$ cat src/rtl/uart_pkg.sv
// Shared UART framing constants and FSM state encodings
// for the AXI-Stream to UART bridge.
package uart_pkg;

    localparam logic UART_START_BIT = 1'b0;
    localparam logic UART_STOP_BIT  = 1'b1;
    localparam int   UART_DATA_BITS = 8;

    typedef enum logic [1:0] {
        TX_IDLE,
        TX_START,
        TX_DATA,
        TX_STOP
    } tx_state_e;

    typedef enum logic [2:0] {
        RX_IDLE,
        RX_START,
        RX_DATA,
        RX_STOP,
        RX_WAIT
    } rx_state_e;

    function automatic int clog2_min1(input int v);
        return (v > 1) ? $clog2(v) : 1;
    endfunction

endpackage

$ cat src/rtl/uart_byte_rx.sv
// Single 8N1 byte receiver: synchroniser, start detect,
// mid-bit sampling and stop-bit check.
module uart_byte_rx
    import uart_pkg::*;
#(
    parameter int CLKS_PER_BIT = 868
) (
    input  logic       clk,
    input  logic       rst_n,
    input  logic       rx,
    output logic       busy,
    output logic       byte_valid,
    output logic [7:0] byte_data,
    output logic       frame_err
);

    localparam int CW = $clog2(CLKS_PER_BIT);
    localparam logic [CW-1:0] HALF_END = CW'(CLKS_PER_BIT / 2 - 1);
    localparam logic [CW-1:0] BIT_END  = CW'(CLKS_PER_BIT - 1);
    localparam logic [2:0]    LAST_BIT = 3'(UART_DATA_BITS - 1);

    rx_state_e       state;
    rx_state_e       state_next;
    logic            sync1;
    logic            sync2;
    logic            prev;
    logic [CW-1:0]   cnt;
    logic [2:0]      bit_idx;
    logic [7:0]      shreg;
    logic            tick_half;
    logic            tick;
    logic            fall;

    assign tick_half = (cnt == HALF_END);
    assign tick      = (cnt == BIT_END);
    assign fall      = prev & ~sync2;
    assign busy      = (state != RX_IDLE);

    always_comb begin
        state_next = state;
        unique case (state)
            RX_IDLE:  if (fall) state_next = RX_START;
            RX_START: if (tick_half)
                state_next = (sync2 == UART_START_BIT) ? RX_DATA : RX_IDLE;
            RX_DATA:  if (tick && bit_idx == LAST_BIT) state_next = RX_STOP;
            RX_STOP:  if (tick)
                state_next = (sync2 == UART_STOP_BIT) ? RX_IDLE : RX_WAIT;
            RX_WAIT:  if (sync2) state_next = RX_IDLE;
            default:  state_next = RX_IDLE;
        endcase
    end

    always_ff @(posedge clk or negedge rst_n) begin
        if (!rst_n) begin
            sync1      <= 1'b1;
            sync2      <= 1'b1;
            prev       <= 1'b1;
            state      <= RX_IDLE;
            cnt        <= '0;
            bit_idx    <= '0;
            shreg      <= '0;
            byte_data  <= '0;
            byte_valid <= 1'b0;
            frame_err  <= 1'b0;
        end else begin
            sync1      <= rx;
            sync2      <= sync1;
            prev       <= sync2;
            state      <= state_next;
            byte_valid <= 1'b0;
            frame_err  <= 1'b0;

            // Timer restarts at the start-bit mid-point so later samples land mid-bit
            if (state == RX_IDLE || state == RX_WAIT)
                cnt <= '0;
            else if (state == RX_START && tick_half)
                cnt <= '0;
            else if (tick)
                cnt <= '0;
            else
                cnt <= cnt + 1'b1;

            if (state == RX_START && tick_half)
                bit_idx <= '0;

            if (state == RX_DATA && tick) begin
                shreg   <= {sync2, shreg[7:1]};
                bit_idx <= bit_idx + 3'd1;
            end

            if (state == RX_STOP && tick) begin
                if (sync2 == UART_STOP_BIT) begin
                    byte_valid <= 1'b1;
                    byte_data  <= shreg;
                end else begin
                    frame_err <= 1'b1;
                end
            end
        end
    end

endmodule

$ cat src/rtl/axis_uart_bridge.sv
// Full-duplex AXI-Stream <-> 8N1 UART bridge with word assembly,
// overrun and inter-byte timeout handling.
module axis_uart_bridge
    import uart_pkg::*;
#(
    parameter int DATA_BYTES      = 8,
    parameter int CLKS_PER_BIT    = 868,
    parameter int MSB_FIRST       = 1,
    parameter int RX_TIMEOUT_BITS = 20
) (
    input  logic                    clk,
    input  logic                    rst_n,
    input  logic [8*DATA_BYTES-1:0] s_axis_tdata,
    input  logic                    s_axis_tvalid,
    output logic                    s_axis_tready,
    output logic [8*DATA_BYTES-1:0] m_axis_tdata,
    output logic                    m_axis_tvalid,
    input  logic                    m_axis_tready,
    input  logic                    RsRx,
    output logic                    RsTx,
    output logic                    rx_frame_err,
    output logic                    rx_overrun,
    output logic                    rx_timeout
);

    localparam int W   = 8 * DATA_BYTES;
    localparam int CW  = $clog2(CLKS_PER_BIT);
    localparam int BW  = clog2_min1(DATA_BYTES);
    localparam int TMO = RX_TIMEOUT_BITS * CLKS_PER_BIT;
    localparam int TW  = $clog2(TMO + 1);
    localparam bit MSB = (MSB_FIRST != 0);

    localparam logic [CW-1:0] BIT_END   = CW'(CLKS_PER_BIT - 1);
    localparam logic [BW-1:0] LAST_BYTE = BW'(DATA_BYTES - 1);
    localparam logic [TW-1:0] TMO_END   = TW'(TMO - 1);
    localparam logic [2:0]    LAST_BIT  = 3'(UART_DATA_BITS - 1);

    tx_state_e     tx_state;
    tx_state_e     tx_next;
    logic [CW-1:0] tx_cnt;
    logic [2:0]    tx_bit;
    logic [BW-1:0] tx_byte;
    logic [W-1:0]  tx_word;
    logic          tx_line;
    logic          tx_tick;
    logic [7:0]    cur_byte;

    assign s_axis_tready = (tx_state == TX_IDLE);
    assign RsTx          = tx_line;
    assign tx_tick       = (tx_cnt == BIT_END);
    assign cur_byte      = MSB ? tx_word[W-1 -: 8] : tx_word[7:0];

    always_comb begin
        tx_next = tx_state;
        unique case (tx_state)
            TX_IDLE:  if (s_axis_tvalid) tx_next = TX_START;
            TX_START: if (tx_tick) tx_next = TX_DATA;
            TX_DATA:  if (tx_tick && tx_bit == LAST_BIT) tx_next = TX_STOP;
            TX_STOP:  if (tx_tick)
                tx_next = (tx_byte == LAST_BYTE) ? TX_IDLE : TX_START;
            default:  tx_next = TX_IDLE;
        endcase
    end

    always_ff @(posedge clk or negedge rst_n) begin
        if (!rst_n) begin
            tx_state <= TX_IDLE;
            tx_cnt   <= '0;
            tx_bit   <= '0;
            tx_byte  <= '0;
            tx_word  <= '0;
            tx_line  <= UART_STOP_BIT;
        end else begin
            tx_state <= tx_next;
            tx_cnt   <= (tx_state == TX_IDLE || tx_tick) ? '0 : tx_cnt + 1'b1;
            unique case (tx_state)
                TX_IDLE: if (s_axis_tvalid) begin
                    tx_word <= s_axis_tdata;
                    tx_byte <= '0;
                    tx_line <= UART_START_BIT;
                end
                TX_START: if (tx_tick) begin
                    tx_line <= cur_byte[0];
                    tx_bit  <= '0;
                end
                TX_DATA: if (tx_tick) begin
                    if (tx_bit == LAST_BIT) begin
                        tx_line <= UART_STOP_BIT;
                    end else begin
                        tx_line <= cur_byte[tx_bit + 3'd1];
                        tx_bit  <= tx_bit + 3'd1;
                    end
                end
                TX_STOP: if (tx_tick) begin
                    if (tx_byte == LAST_BYTE) begin
                        tx_line <= UART_STOP_BIT;
                    end else begin
                        tx_line <= UART_START_BIT;
                        tx_byte <= tx_byte + 1'b1;
                        tx_word <= MSB ? (tx_word << 8) : (tx_word >> 8);
                    end
                end
                default: ;
            endcase
        end
    end

    logic          rx_busy;
    logic          rx_bvalid;
    logic [7:0]    rx_byte;
    logic          rx_ferr;
    logic [W-1:0]  rx_word;
    logic [W-1:0]  rx_asm;
    logic [W-1:0]  byte_ext;
    logic [BW-1:0] rx_count;
    logic [TW-1:0] tmo_cnt;

    uart_byte_rx #(
        .CLKS_PER_BIT(CLKS_PER_BIT)
    ) u_byte_rx (
        .clk       (clk),
        .rst_n     (rst_n),
        .rx        (RsRx),
        .busy      (rx_busy),
        .byte_valid(rx_bvalid),
        .byte_data (rx_byte),
        .frame_err (rx_ferr)
    );

    assign rx_frame_err = rx_ferr;

    always_comb begin
        byte_ext = W'(rx_byte);
        if (MSB)
            rx_asm = (rx_word << 8) | byte_ext;
        else
            rx_asm = (rx_word >> 8) | (byte_ext << (W - 8));
    end

    always_ff @(posedge clk or negedge rst_n) begin
        if (!rst_n) begin
            m_axis_tdata  <= '0;
            m_axis_tvalid <= 1'b0;
            rx_overrun    <= 1'b0;
            rx_timeout    <= 1'b0;
            rx_word       <= '0;
            rx_count      <= '0;
            tmo_cnt       <= '0;
        end else begin
            rx_overrun <= 1'b0;
            rx_timeout <= 1'b0;
            if (m_axis_tvalid && m_axis_tready)
                m_axis_tvalid <= 1'b0;

            if (rx_ferr) begin
                rx_count <= '0;
                rx_word  <= '0;
                tmo_cnt  <= '0;
            end else if (rx_bvalid) begin
                tmo_cnt <= '0;
                if (rx_count == LAST_BYTE) begin
                    rx_count <= '0;
                    rx_word  <= '0;
                    // A held word is never overwritten; the new one is dropped
                    if (!m_axis_tvalid) begin
                        m_axis_tdata  <= rx_asm;
                        m_axis_tvalid <= 1'b1;
                    end else begin
                        rx_overrun <= 1'b1;
                    end
                end else begin
                    rx_word  <= rx_asm;
                    rx_count <= rx_count + 1'b1;
                end
            end else if (rx_busy || rx_count == '0) begin
                tmo_cnt <= '0;
            end else if (tmo_cnt == TMO_END) begin
                tmo_cnt    <= '0;
                rx_count   <= '0;
                rx_word    <= '0;
                rx_timeout <= 1'b1;
            end else begin
                tmo_cnt <= tmo_cnt + 1'b1;
            end
        end
    end

endmodule

$ cat config.mk
export PLATFORM = sky130hd
export DESIGN_NAME = axis_uart_bridge
export DESIGN_NICKNAME = d
export VERILOG_FILES = /design/src/rtl/uart_pkg.sv /design/src/rtl/uart_byte_rx.sv /design/src/rtl/axis_uart_bridge.sv
export SDC_FILE = /design/constraint.sdc
export NUM_CORES = 1
export LEC_CHECK = 0
export CAP_MARGIN = 20
export CORE_MARGIN = 3
export CORE_UTILIZATION = 40
export CTS_BUF_LIST = sky130_fd_sc_hd__clkbuf_8
export DETAILED_ROUTE_END_ITERATION = 7
export PLACE_DENSITY = 0.66
export SLEW_MARGIN = 20
export SYNTH_ARGS = -nofsm -noshare
export SYNTH_HDL_FRONTEND = slang
export SYNTH_SLANG_ARGS = --single-unit
$ cat constraint.sdc
create_clock -name clk -period 2.6 [get_ports clk]
set_input_delay 0.39 -clock clk [delete_from_list [all_inputs] [get_ports clk]]
set_output_delay 0.39 -clock clk [all_outputs]
set_load 0.1 [all_outputs]
# Yosys cells after proc, flatten, opt, wreduce, memory -nomap -nowiden
# Cells that the tools add are included.
# classes
muxes,72
n_eq_ne,28
bitwise_logic,5
n_reduce_logical,25
order_cmp,1
n_addsub,7
# ops
operator,count
$mux 56,5
$mux 64,3
$pmux 64 s2,1
$or 64x8->64,1
$mux 15,4
$mux 3,19
$mux 10,4
$mux 1,25
$add 10x1->10 const B,2
$eq 10x10->1 const B,2
$reduce_and 4->1,5
$add 15x1->15 const B,1
$eq 15x15->1 const B,1
$eq 3x3->1 const B,5
$pmux 3 s5,1
$ne 2x2->1 const B,7
$add 3x1->3 const B,4
$pmux 3 s2,2
$eq 10x9->1 const B,1
$mux 2,5
$ne 2x1->1 const B,5
$pmux 2 s4,1
$eq 3x2->1 const B,2
$logic_and 1x1->1,6
16 further kinds,26
# word_totals
wordCells,161
inputBits,69
out_inout_bits,70
reg_bits,261

# Depth between registers and ports, before layout
# logic_depth
ltp_word,6
depth_mapped,9
depth_no_buf,6

# By module
# From an unflattened synthesis, not the netlist that was laid out.
# hier_totals
cells_unflattened,877
hier_area_um2,11227.0
# modules_own_cells
mod,instances,seq_area_each_um2,cells_per_inst,area_each_um2
axis_uart_bridge,1,5606.6,738,9489.1
uart_byte_rx,1,929.6,139,1737.9

# Worst setup path after synthesis
# OpenSTA, ideal clock, no wires.
# synth_path
path_kind,reg2reg
start,reg tx_state[0]
end,reg tx_word[29]
synth_period_minus_slack_ps,2751
path_buffers,3
required_ps,2518
arrival_time_ps,2669
path_slack_ps,-151
setup_ps,82
stages_incl_launch_ff,10
cell_sequence,dfrtp_1 -> inv_1 -> ha_1 -> clkbuf_1 -> nor2b_1 -> a41o_1 -> clkbuf_1 -> clkbuf_1 -> a21oi_1 -> a31oi_1
# synth_via
elab_chain_cells,3
# synth_lines
item,line,text
start: declaration,axis_uart_bridge.sv:38,tx_state_e tx_state;
start signal: assignment,axis_uart_bridge.sv:74,tx_state <= tx_next;
$logic_not 2->1 *,n/a,
via s_axis_tready,axis_uart_bridge.sv:15,"output logic s_axis_tready,"
$ne 2x2->1 (no line) / $reduce_bool 2->1 (equally long branches),n/a,
$reduce_and 4->1 (no line),n/a,
end signal: assignment,axis_uart_bridge.sv:78,tx_word <= s_axis_tdata;
end signal: assignment,axis_uart_bridge.sv:100,tx_word <= MSB ? (tx_word << 8) : (tx_word >> 8);
end: declaration,axis_uart_bridge.sv:43,logic [W-1:0] tx_word;
# Mark *: on every way through the listed nets, which the timed path passes. The rest lies on a longest branch.
# A chain may end at the register's enable or synchronous reset.

# Worst setup path in the final report
# layout_path
start,reg tmo_cnt[12]
end,reg rx_word[45]
# layout_via
elab_chain_cells,3
# layout_lines
item,line,text
start: declaration,axis_uart_bridge.sv:116,logic [TW-1:0] tmo_cnt;
start signal: assignment,axis_uart_bridge.sv:183,tmo_cnt <= tmo_cnt + 1'b1;
$eq 15x15->1,axis_uart_bridge.sv:177,end else if (tmo_cnt == TMO_END) begin
$reduce_bool 3->1 (no line),n/a,
$reduce_and 2->1 (no line),n/a,
end signal: assignment,axis_uart_bridge.sv:172,rx_word <= rx_asm;
end: declaration,axis_uart_bridge.sv:112,logic [W-1:0] rx_word;
# No other way between the ends.

==> impl_metrics.ini <==
[clock_tree]
cts_buffers = 45
cts_setup_buffers = 0
clk_pin_slew_ns = 0.06
cts_root_buffer = clkbuf_8
cts_max_path_buffers = 3
htreeDepth = 2
clk-insertion-delay-late_ns = 0.55
clock_sinks = 261
tritoncts = yes

[route]
wl_per_cell_um = 16.5
drtAntennaViolNets = 0
via_per_inst = 5.08
drt_wl_total_um = 23500
drc_errors = 0
drtIter0Drc = 418
vias = 7220
drt-pass1-iter-count = 4

[grt]
antenna_found_initial = 1
grt_max_degree = 113
grt_overflow = 0
grt_pass1_vias = 7188
grt_pass1_wl_um = 37600
track_usage_pct = 15.6

[synthesis]
synth_cell_types = 47
synth_area_leaders = dfrtp_1 (58%), mux2_2 (9.4%), a22o_1 (5.2%)
synth_edf_count = 0
synth_top_cell_by_area = dfrtp_1
seq_area_frac_synth_pct = 59.0
syn_inst = 877
synth_area_per_cell_um2 = 12.6
synth_top_area_share_pct = 58.0
synth-seq-cells = 261
async_flop_share_pct = 100
post-synth-top-count-cell = dfrtp_1
synthFlopType = dfrtp_1
synth_commonest_cells = dfrtp_1 (257), mux2_2 (93), a22o_1 (66)
syn_area_um2 = 11100
syn_nets = 963
ys_warn_count = 0

[floorplanning]
num_rows = 60
die_h_um = 172
core-area_um2 = 27100
start_util_pct = 40.9
die_x_um = 172
dieArea_um2 = 29800
pin_count = 139

[placement]
io_buffers = 138
dp_hpwl_um = 15100
place_inst = 1345
placed_area_um2 = 12800
pre_cts_slack_ns = 0.0923
place_congestion = 0.772

[final_layout]
n_antenna_cell = 0
regArea_um2 = 6540
fill_cells = 2399
syn_to_final_growth_pct = 23.9
multi_input_area_um2 = 4300
finalCoreUtilization_pct = 50.7
nets = 1107
final_cell_count_no_fill = 1422
drive_gt1_share_pct = 25.4
fin_area_um2 = 13700

[sta]
rsz0062_at_grt = no
fin_worst_skew_ns = 0.0261
tightest_slew_ns = 0.789
drv_slew = 0
setup_viol = 0
min_period_ns = 2.48
fin_tns_setup_ns = 0
post-route-period-util_pct = 95.2
fin_hold_ws_ns = 0.253
hold_viol = 0
timing.final.ws_setup_ns = 0.124
maxSlewHeadroom_pct = 47.4
fmax_mhz = 404

[worst_hold_path]
min_path_type = in -> reg

[critical_path]
path_delay_family = simple AND/OR/NAND/NOR gates
required_ns = 3.01
slowest_delay_ns = 0.51
cp_max_fo = 53
timing.critical_path.to_type = flop
cp_slowest_cell = or4b_1
arrival_ns = 2.89
start_kind = flop
crit_type = reg -> reg
worst-path-buf-inv = 1
cp_cell_sequence = or4b_1 -> or4_1 -> o41a_4 -> buf_12 -> a22o_1

[pwr]
p_total_mw = 8.55
power.density_nw_per_um2 = 623
p_leak_nw = 6.42
peakVddDrop_uv = 384

[status]
status = completed

[run]
cap_violations = 0
-- layout by cell type (no fill, tap or decap), drive strengths merged, types with 13 or more instances in the layout --
cell / n
inv: 26
dfrtp: 257
nor2b: 16
ha: 17
a31oi: 57
a21oi: 57
a22o: 66
buf: 90
xnor2: 17
clkbuf: 51
clkdlybuf4s50: 67
mux2i: 57
nor2: 49
nand2: 13
mux2: 93
-- sequential cells by signal (all words and copies together), names as in the netlist, 2 cells and up --
name,cells
rx_count,3
tx_word,64
u_byte_rx.byte_data,8
rx_word,56
u_byte_rx.shreg,8
u_byte_rx.bit_idx,3
u_byte_rx.cnt,10
tmo_cnt,15
m_axis_tdata,64
u_byte_rx.state,3
tx_bit,3
tx_state,2
tx_cnt,10
tx_byte,3
-- cell families (layout without fill, tap and decap cells) --
logic type,after synthesis,count (layout),synth area share (%)
muxes,152,152,15.0
DFF,261,261,59.0
AOI/OAI and AO/OA,197,197,12.1
and+or+nand+nor,148,148,7.06
xor gates and xnor gates,29,29,2.29
adders and majority gates,17,17,1.92
buffers and inverters,73,246,2.66
-- report_power, final --
group	leakage, nW	switching (mW)	internal (mW)
clock	0.526	1.63	2.29
combinational	2.29	0.230	0.227
sequential	3.60	0.0615	4.11
-- worst paths after layout --
check / start / to / slack [ns] / depth (start not counted)
setup / recovery: tmo_cnt[12]$_DFF_PN0_ / rx_word[45]$_DFFE_PN0P_ / 0.12 / 5
max in group asynchronous: rst_n / u_byte_rx.byte_data[5]$_DFFE_PN0P_ / 1.33 / 3
min in group asynchronous: rst_n / tx_word[43]$_DFFE_PN0P_ / 0.39 / 2
hold / removal: RsRx / u_byte_rx.sync1$_DFF_PN1_ / 0.25 / 1
setup reg to reg: tmo_cnt[12]$_DFF_PN0_ / rx_word[45]$_DFFE_PN0P_ / 0.12 / 5
hold reg to reg: u_byte_rx.sync1$_DFF_PN1_ / u_byte_rx.sync2$_DFF_PN1_ / 0.36 / 0
-- what timing repair did --
item                                    4_1_cts  5_1_grt
hold endpoints to repair                     67        0
endpoints found under the setup margin        0       20
gates resized for setup                       0        1
hold buffers                                  1        0
-- metal layers --
layer	global-route usage [%]	part of all wire, %	vias up	routed length (um)
met5	0	0.055	-	13
met4	4.06	1.4	2	337
met3	3.75	5.3	32	1250
met2	23.8	46	132	10700
met1	22.5	48	3527	11200
li1	-	-	3527	-
-- final cells by class --
class / count / share of cell area [%]
clock buffers: 51 / 5.11
clock inverters: 25 / 1.80
inverters: 12 / 0.328
multi-input cells: 543 / 31.3
flip-flops and latches: 261 / 47.6
well taps: 372 / 3.39
repair buffers: 158 / 10.5
Power figures use the tool's default switching activity.
